$ cat config.mk
export PLATFORM = sky130hd
export DESIGN_NAME = hazard_ctrl_bp
export DESIGN_NICKNAME = d
export VERILOG_FILES = /design/src/rtl/dp_types_pkg.sv /design/src/rtl/branch_pht.sv /design/src/rtl/hazard_ctrl_bp.sv
export SDC_FILE = /design/constraint.sdc
export NUM_CORES = 1
export LEC_CHECK = 0
export CAP_MARGIN = 20
export CORE_MARGIN = 5
export CORE_UTILIZATION = 35
export DETAILED_ROUTE_END_ITERATION = 10
export PLACE_DENSITY = 0.65
export RECOVER_POWER = 100
export SLEW_MARGIN = 40
export SYNTH_ARGS = -nofsm -noshare
export SYNTH_HDL_FRONTEND = slang
export SYNTH_SLANG_ARGS = --single-unit
$ cat constraint.sdc
create_clock -name CLK -period 2.5 [get_ports CLK]
set_clock_uncertainty 0.2 [all_clocks]
set_input_delay 0.25 -clock CLK [delete_from_list [all_inputs] [get_ports CLK]]
set_output_delay 0.25 -clock CLK [all_outputs]
set_load 0.01 [all_outputs]
$ cat src/rtl/dp_types_pkg.sv
// Shared datapath types for the hazard controller and its branch predictor.
package dp_types_pkg;

    typedef logic [4:0]  regbits_t;
    typedef logic [31:0] word_t;

    typedef enum logic [1:0] {
        STRONG_NT = 2'd0,
        WEAK_NT   = 2'd1,
        WEAK_T    = 2'd2,
        STRONG_T  = 2'd3
    } branch_pred_state_t;

    typedef enum logic [2:0] {
        HZ_NONE,
        HZ_IMISS,
        HZ_LOADUSE,
        HZ_MISPRED,
        HZ_DWAIT,
        HZ_HALT
    } hazard_cause_t;

    // Bit order of en/flush: [3]=IF/ID [2]=ID/EX [1]=EX/MEM [0]=MEM/WB
    typedef struct packed {
        logic       pcen;
        logic       redirect;
        logic [3:0] en;
        logic [3:0] flush;
    } hz_ctrl_t;

    function automatic branch_pred_state_t pred_next(
        input branch_pred_state_t s,
        input logic               taken
    );
        branch_pred_state_t n;
        n = s;
        unique case (s)
            STRONG_NT: n = taken ? WEAK_NT  : STRONG_NT;
            WEAK_NT:   n = taken ? WEAK_T   : STRONG_NT;
            WEAK_T:    n = taken ? STRONG_T : WEAK_NT;
            STRONG_T:  n = taken ? STRONG_T : WEAK_T;
            default:   n = WEAK_NT;
        endcase
        return n;
    endfunction

endpackage

$ cat src/rtl/branch_pht.sv
// Pattern history table of 2-bit saturating counters.
// Combinational read port, synchronous saturating write port.
module branch_pht
    import dp_types_pkg::*;
#(
    parameter  int PHT_DEPTH = 16,
    localparam int IDX_W     = $clog2(PHT_DEPTH)
) (
    input  logic             clk_i,
    input  logic             rst_i,
    input  logic [IDX_W-1:0] rd_idx_i,
    output logic             rd_taken_o,
    input  logic             wr_en_i,
    input  logic [IDX_W-1:0] wr_idx_i,
    input  logic             wr_taken_i
);

    branch_pred_state_t tbl_q [PHT_DEPTH];
    branch_pred_state_t rd_state;
    branch_pred_state_t wr_state_d;

    assign rd_state   = tbl_q[rd_idx_i];
    assign rd_taken_o = rd_state[1];
    assign wr_state_d = pred_next(tbl_q[wr_idx_i], wr_taken_i);

    always_ff @(posedge clk_i) begin
        if (rst_i) begin
            for (int i = 0; i < PHT_DEPTH; i++) begin
                tbl_q[i] <= WEAK_NT;
            end
        end else if (wr_en_i) begin
            tbl_q[wr_idx_i] <= wr_state_d;
        end
    end

endmodule

$ cat src/rtl/hazard_ctrl_bp.sv
// 5-stage pipeline hazard controller with embedded PHT branch predictor
// and saturating stall/flush/mispredict performance counters.
module hazard_ctrl_bp
    import dp_types_pkg::*;
#(
    parameter int PHT_DEPTH = 16,
    parameter int CNT_W     = 32
) (
    input  logic             CLK,
    input  logic             RST,
    input  logic             ihit,
    input  logic             dhit,
    input  logic             mem_dmem_req,
    input  logic             ex_dmemREN,
    input  regbits_t         ex_rd,
    input  regbits_t         id_rs,
    input  regbits_t         id_rt,
    input  word_t            id_pc,
    input  logic             mem_branch,
    input  logic             mem_taken,
    input  logic             mem_pred_taken,
    input  word_t            mem_pc,
    input  logic             wb_halt,
    output logic             pred_taken,
    output logic             pcen,
    output logic             redirect,
    output logic             if_id_en,
    output logic             id_ex_en,
    output logic             ex_mem_en,
    output logic             mem_wb_en,
    output logic             if_id_flush,
    output logic             id_ex_flush,
    output logic             ex_mem_flush,
    output logic             mem_wb_flush,
    output logic             halted,
    output logic [CNT_W-1:0] stall_cnt,
    output logic [CNT_W-1:0] flush_cnt,
    output logic [CNT_W-1:0] mispred_cnt
);

    localparam int IDX_W = $clog2(PHT_DEPTH);

    logic             halted_q, halted_d;
    logic [CNT_W-1:0] stall_q, stall_d;
    logic [CNT_W-1:0] flush_q, flush_d;
    logic [CNT_W-1:0] mispred_q, mispred_d;

    logic          dwait, mispred, loaduse;
    logic          stall_inc, flush_inc;
    hazard_cause_t cause;
    hz_ctrl_t      ctrl;
    logic          unused_pc_bits;

    assign unused_pc_bits = ^{id_pc[31:IDX_W+2], id_pc[1:0],
                              mem_pc[31:IDX_W+2], mem_pc[1:0]};

    assign dwait   = mem_dmem_req & ~dhit;
    assign mispred = mem_branch & (mem_taken != mem_pred_taken);
    assign loaduse = ex_dmemREN & (ex_rd != '0) &
                     ((ex_rd == id_rs) | (ex_rd == id_rt));

    always_comb begin
        cause = HZ_NONE;
        priority case (1'b1)
            halted_q: cause = HZ_HALT;
            dwait:    cause = HZ_DWAIT;
            mispred:  cause = HZ_MISPRED;
            loaduse:  cause = HZ_LOADUSE;
            !ihit:    cause = HZ_IMISS;
            default:  cause = HZ_NONE;
        endcase
    end

    always_comb begin
        ctrl = '{pcen: 1'b1, redirect: 1'b0, en: 4'b1111, flush: 4'b0000};
        unique case (cause)
            HZ_HALT:    ctrl = '{1'b0, 1'b0, 4'b0000, 4'b0000};
            HZ_DWAIT:   ctrl = '{1'b0, 1'b0, 4'b0001, 4'b0001};
            HZ_MISPRED: ctrl = '{1'b1, 1'b1, 4'b1111, 4'b1110};
            HZ_LOADUSE: ctrl = '{1'b0, 1'b0, 4'b0111, 4'b0100};
            HZ_IMISS:   ctrl = '{1'b0, 1'b0, 4'b1111, 4'b1000};
            default:    ctrl = '{1'b1, 1'b0, 4'b1111, 4'b0000};
        endcase
        // Reset cycle: freeze everything and bubble every latch
        if (RST) begin
            ctrl = '{1'b0, 1'b0, 4'b0000, 4'b1111};
        end
    end

    assign pcen         = ctrl.pcen;
    assign redirect     = ctrl.redirect;
    assign if_id_en     = ctrl.en[3];
    assign id_ex_en     = ctrl.en[2];
    assign ex_mem_en    = ctrl.en[1];
    assign mem_wb_en    = ctrl.en[0];
    assign if_id_flush  = ctrl.flush[3];
    assign id_ex_flush  = ctrl.flush[2];
    assign ex_mem_flush = ctrl.flush[1];
    assign mem_wb_flush = ctrl.flush[0];

    branch_pht #(
        .PHT_DEPTH (PHT_DEPTH)
    ) u_pht (
        .clk_i      (CLK),
        .rst_i      (RST),
        .rd_idx_i   (id_pc[IDX_W+1:2]),
        .rd_taken_o (pred_taken),
        .wr_en_i    (mem_branch & ~dwait & ~halted_q),
        .wr_idx_i   (mem_pc[IDX_W+1:2]),
        .wr_taken_i (mem_taken)
    );

    assign stall_inc = (cause == HZ_DWAIT) | (cause == HZ_LOADUSE) |
                       (cause == HZ_IMISS);
    assign flush_inc = (cause == HZ_MISPRED);

    always_comb begin
        halted_d  = halted_q | wb_halt;
        stall_d   = stall_q;
        flush_d   = flush_q;
        mispred_d = mispred_q;
        if (stall_inc && stall_q != '1) stall_d = stall_q + CNT_W'(1);
        if (flush_inc && flush_q != '1) flush_d = flush_q + CNT_W'(1);
        if (flush_inc && mispred_q != '1) mispred_d = mispred_q + CNT_W'(1);
    end

    always_ff @(posedge CLK) begin
        if (RST) begin
            halted_q  <= 1'b0;
            stall_q   <= '0;
            flush_q   <= '0;
            mispred_q <= '0;
        end else begin
            halted_q  <= halted_d;
            stall_q   <= stall_d;
            flush_q   <= flush_d;
            mispred_q <= mispred_d;
        end
    end

    assign halted      = halted_q;
    assign stall_cnt   = stall_q;
    assign flush_cnt   = flush_q;
    assign mispred_cnt = mispred_q;

endmodule

==> metrics.md <==
| Metric | Value |
|---|---|
| Layout cells sized above 1 | 0.158 |
| Hold Fails Final Rpt | 0 |
| Synth area leader | dfxtp_1 |
| Mean Syn Cell Area | 9.01 sq um |
| Hold Buf Count CTS | 0 |
| Cell area power density | 535 nW/um^2 |
| Global-route wire length before repair | 31.0 mm |
| Pins Over Slew Limit | 0 |
| Yosys warnings | 0 |
| Starting Density | 0.358 |
| Routed len/inst | 15.0 um |
| Max clock buf depth | 2 |
| Reg2reg end | stall_cnt[30] |
| Post-Layout Cell Count | 1250 |
| First-pass iteration count of the detailed router | 5 |
| Vias in the first global route | 6084 |
| Total number of vias | 6414 |
| Final setup vio count | 0 |
| Vias/cell | a little over 5 |
| Final period util | 0.963 |
| WP data arrival | 1.96 ns |
| FF+latch count, synth | 129 |
| Status | complete, no violations |
| Tmin final | about 2.4 ns |
| CP Max Fanout | 3 |
| GR peak layer | met2 |
| Final #Nets | 1064 |
| Max transition margin | 0.597 |
| RSZ-0062 raised after global routing | false |
| Synth Area in Adders | 0.00842 |
| Synth Area in XOR/XNOR | 0.0890 |
| GRT overflow | 0 |
| Min-Delay Startpoint | RST |
| Synth cell count leaders | 108 x nor2_1, 97 x dfxtp_1, 67 x nand2_1 |
| Worst Path Required | between 2 and 2.5 ns |
| Placed wire-length estimate | approximately 13 mm |
| Detail Route Antenna Nets | 0 |
| Number of flops mapped to enable cells by yosys | 32 |
| FF-to-FF path depth | 7 |
| Met1 usage | 0.226 |
| Hold slack | between 0.03 and 0.04 ns |
| Critical R2R Launch | stall_cnt[1] |
| Simple-gate portion of the synthesized area | 0.315 |
| Post-route DRC | 0 |
| Mapped Area | about 7000 sq um |
| Instance count on the critical path | 7 |
| Share of the synthesized area in the top cell type | 0.278 |
| Count leader, synth | nor2_1 |
| CP delay by family, top | buffers and inverters |
| CTS root buf | clkbuf_16 |
| Die footprint | 22900 sq um |
| Synth cell types | just over 70 |
| Syn_nets | between 800 and 900 |
| Maximum clock rate | 0.415 GHz |
| Placed insts | 1215 |
| Compound-gate portion of the synthesized area | 0.0711 |
| CP max stage cell | or4_4 |
| Hold-critical path endpoint | u_pht.tbl_q[8][0] |
| GRT Util Overall | 0.167 |
| Placer congestion estimate | 0.815 |
| Worst vdd ir | 459 uV |
| Synth Instances | 775 |
| Core area | 19500 sq um |
| TritonCTS clock tree | yes |
| 1st-iter DRT viols | around 310 |
| GR Util met3 | 0.0440 |
| CTS sink cnt | approximately 130 |
| Met2 usage | 0.262 |
| Largest net degree at the start of global routing | between 70 and 80 |
| Crit path buf inv count | 3 |
| Worst Hold Class | input port to flip-flop |
| Synth area leaders | dfxtp_1 28%, edfxtp_1 14%, nor2_1 5.8% |
| Io pins | approximately 200 |
| Die height | 151 um |
| Rows | 51 |
| Number of buffers created by CTS | 17 |
| Worst-path cell chain | clkdlybuf4s50_1 -> or4_4 -> o21ai_2 -> nand2b_4 -> buf_4 -> o21a_1 -> dlygate4sd2_1 |
| Launching element type of the critical path | input port |
| Final Util | 0.496 |
| Max stage delay on crit path | 0.54 ns |
| Sequential fraction of the synthesis area | 0.416 |
| Synthesis-to-layout area growth | 38.7% |
| Synth Flop Type | dfxtp_1 |
| Initial antenna violation count | 0 |
| Leak | 3.70 nW |
| Hold depth | 2 |
| Die width | 151 um |
| Clk slew on worst S/H paths | 0.05 ns |
| Ys async rst share | 0 |
| Worst Setup End Kind | output port |
| N_diodes | 0 |
| Kind of critical path | input port to output port |
| Dominant combinational cell family by area after synthesis | simple AND/OR/NAND/NOR gates |
| Clock Latency Late Sink | 0.43 ns |
| R2r setup slk | 0.09 ns |
| H-tree levels | 4 |
| IO buf count | 140 |
| Multiplexer area fraction after synthesis | 0.0611 |
| Total Wirelength | 18.7 mm |
| Worst Max-Slew Pin Slew | 0.604 ns |
| Maxcap violations | 0 |
==> kinds of logic after synthesis <==
| logic type | Yosys count |
|---|---|
| AND/OR/NAND/NOR | 408 |
| flip-flops | 129 |
| AO/OA/AOI/OAI | 83 |
| XOR/XNOR | 71 |
| buffers and inverters | 54 |
| multiplexers | 25 |
| adder cells (fa/ha/maj) | 5 |
==> placed cells by master, fill, tap and decap left out, types with 13 or more instances in the layout <==
master	n
nand2_1	66
clkdlybuf4s50_1	30
nand3_1	57
and3_1	18
dlygate4sd3_1	101
o21ai_0	16
xnor2_1	38
nor4_1	14
nand4_1	35
or3_1	13
clkbuf_16	17
inv_1	13
nor2b_1	14
nor2_1	108
edfxtp_1	32
nor3_1	17
a21oi_1	39
buf_4	63
mux4_2	13
xor2_1	31
dfxtp_1	95
==> worst max path at each step <==
stage / from / end / slack (ns)
final: ex_rd[1] / if_id_en / 0.09
after global routing: stall_cnt[10] / stall_cnt[22] / 0.005
after CTS: stall_cnt[1] / stall_cnt[30] / 0.01
after detailed placement: id_pc[2] / pred_taken / -0.36
after global placement: id_pc[2] / pred_taken / -0.32
after floorplan: stall_cnt[0] / stall_cnt[30] / 0.13
==> registers in the layout, indices dropped and copies added, names as in the netlist <==
signal / cells
u_pht.tbl_q: 32
flush_cnt: 32
mispred_cnt: 32
stall_cnt: 32
halted: 1
==> worst reg2reg max path, delay by kind of cell (launching register included) <==
family / cells / cell delay (ns)
AOI/OAI and AO/OA: 1 / 0.14
adders and majority gates: 1 / 0.21
buffers and inverters: 1 / 0.08
DFF: 1 / 0.36
and+or+nand+nor: 4 / 1.34
==> cell type report <==
cell class	count	area, sq um
fill	1882	9840
multi-input combinational	592	3840
sequential	129	2910
timing repair buffer	218	1960
clock buffer	19	433
tap	265	332
clock inverter	13	168
inverter	14	52.6
==> what timing repair did <==
item / in CTS / in global routing
setup buffers: 1 / 2
endpoints found under the setup margin: 5 / 22
resized for setup: 20 / 17
pin swaps: 1 / 3
==> routing by layer <==
layer  routed length (um)  up-vias
met3                 1250       20
met2                 8680      178
met4                  214        0
met1                 8580     3021
met5                    0        -
li1                     -     3195
==> stage by stage <==
| step | instance area (sq um) | power [mW] | TNS, ns | setup WS [ns] |
|---|---|---|---|---|
| finish | 9690 | 5.19 | 0 | 0.0916 |
| global route | 9690 | 5.40 | 0 | 0.00546 |
| CTS | 9700 | 5.26 | 0 | 0.0112 |
| detailed placement | 9090 | 2.67 | -15.28 | -0.359 |
| global placement | 9090 | 2.67 | -14.06 | -0.322 |
| floorplan | 6990 | 2.45 | 0 | 0.134 |
==> power breakdown <==
part	internal (mW)	switching (mW)	leakage (nW)
clock network	1.65	0.922	0.293
registers	2.16	0.0170	1.06
logic	0.211	0.231	2.34
Note: power is estimated with default switching activity, not from simulation.
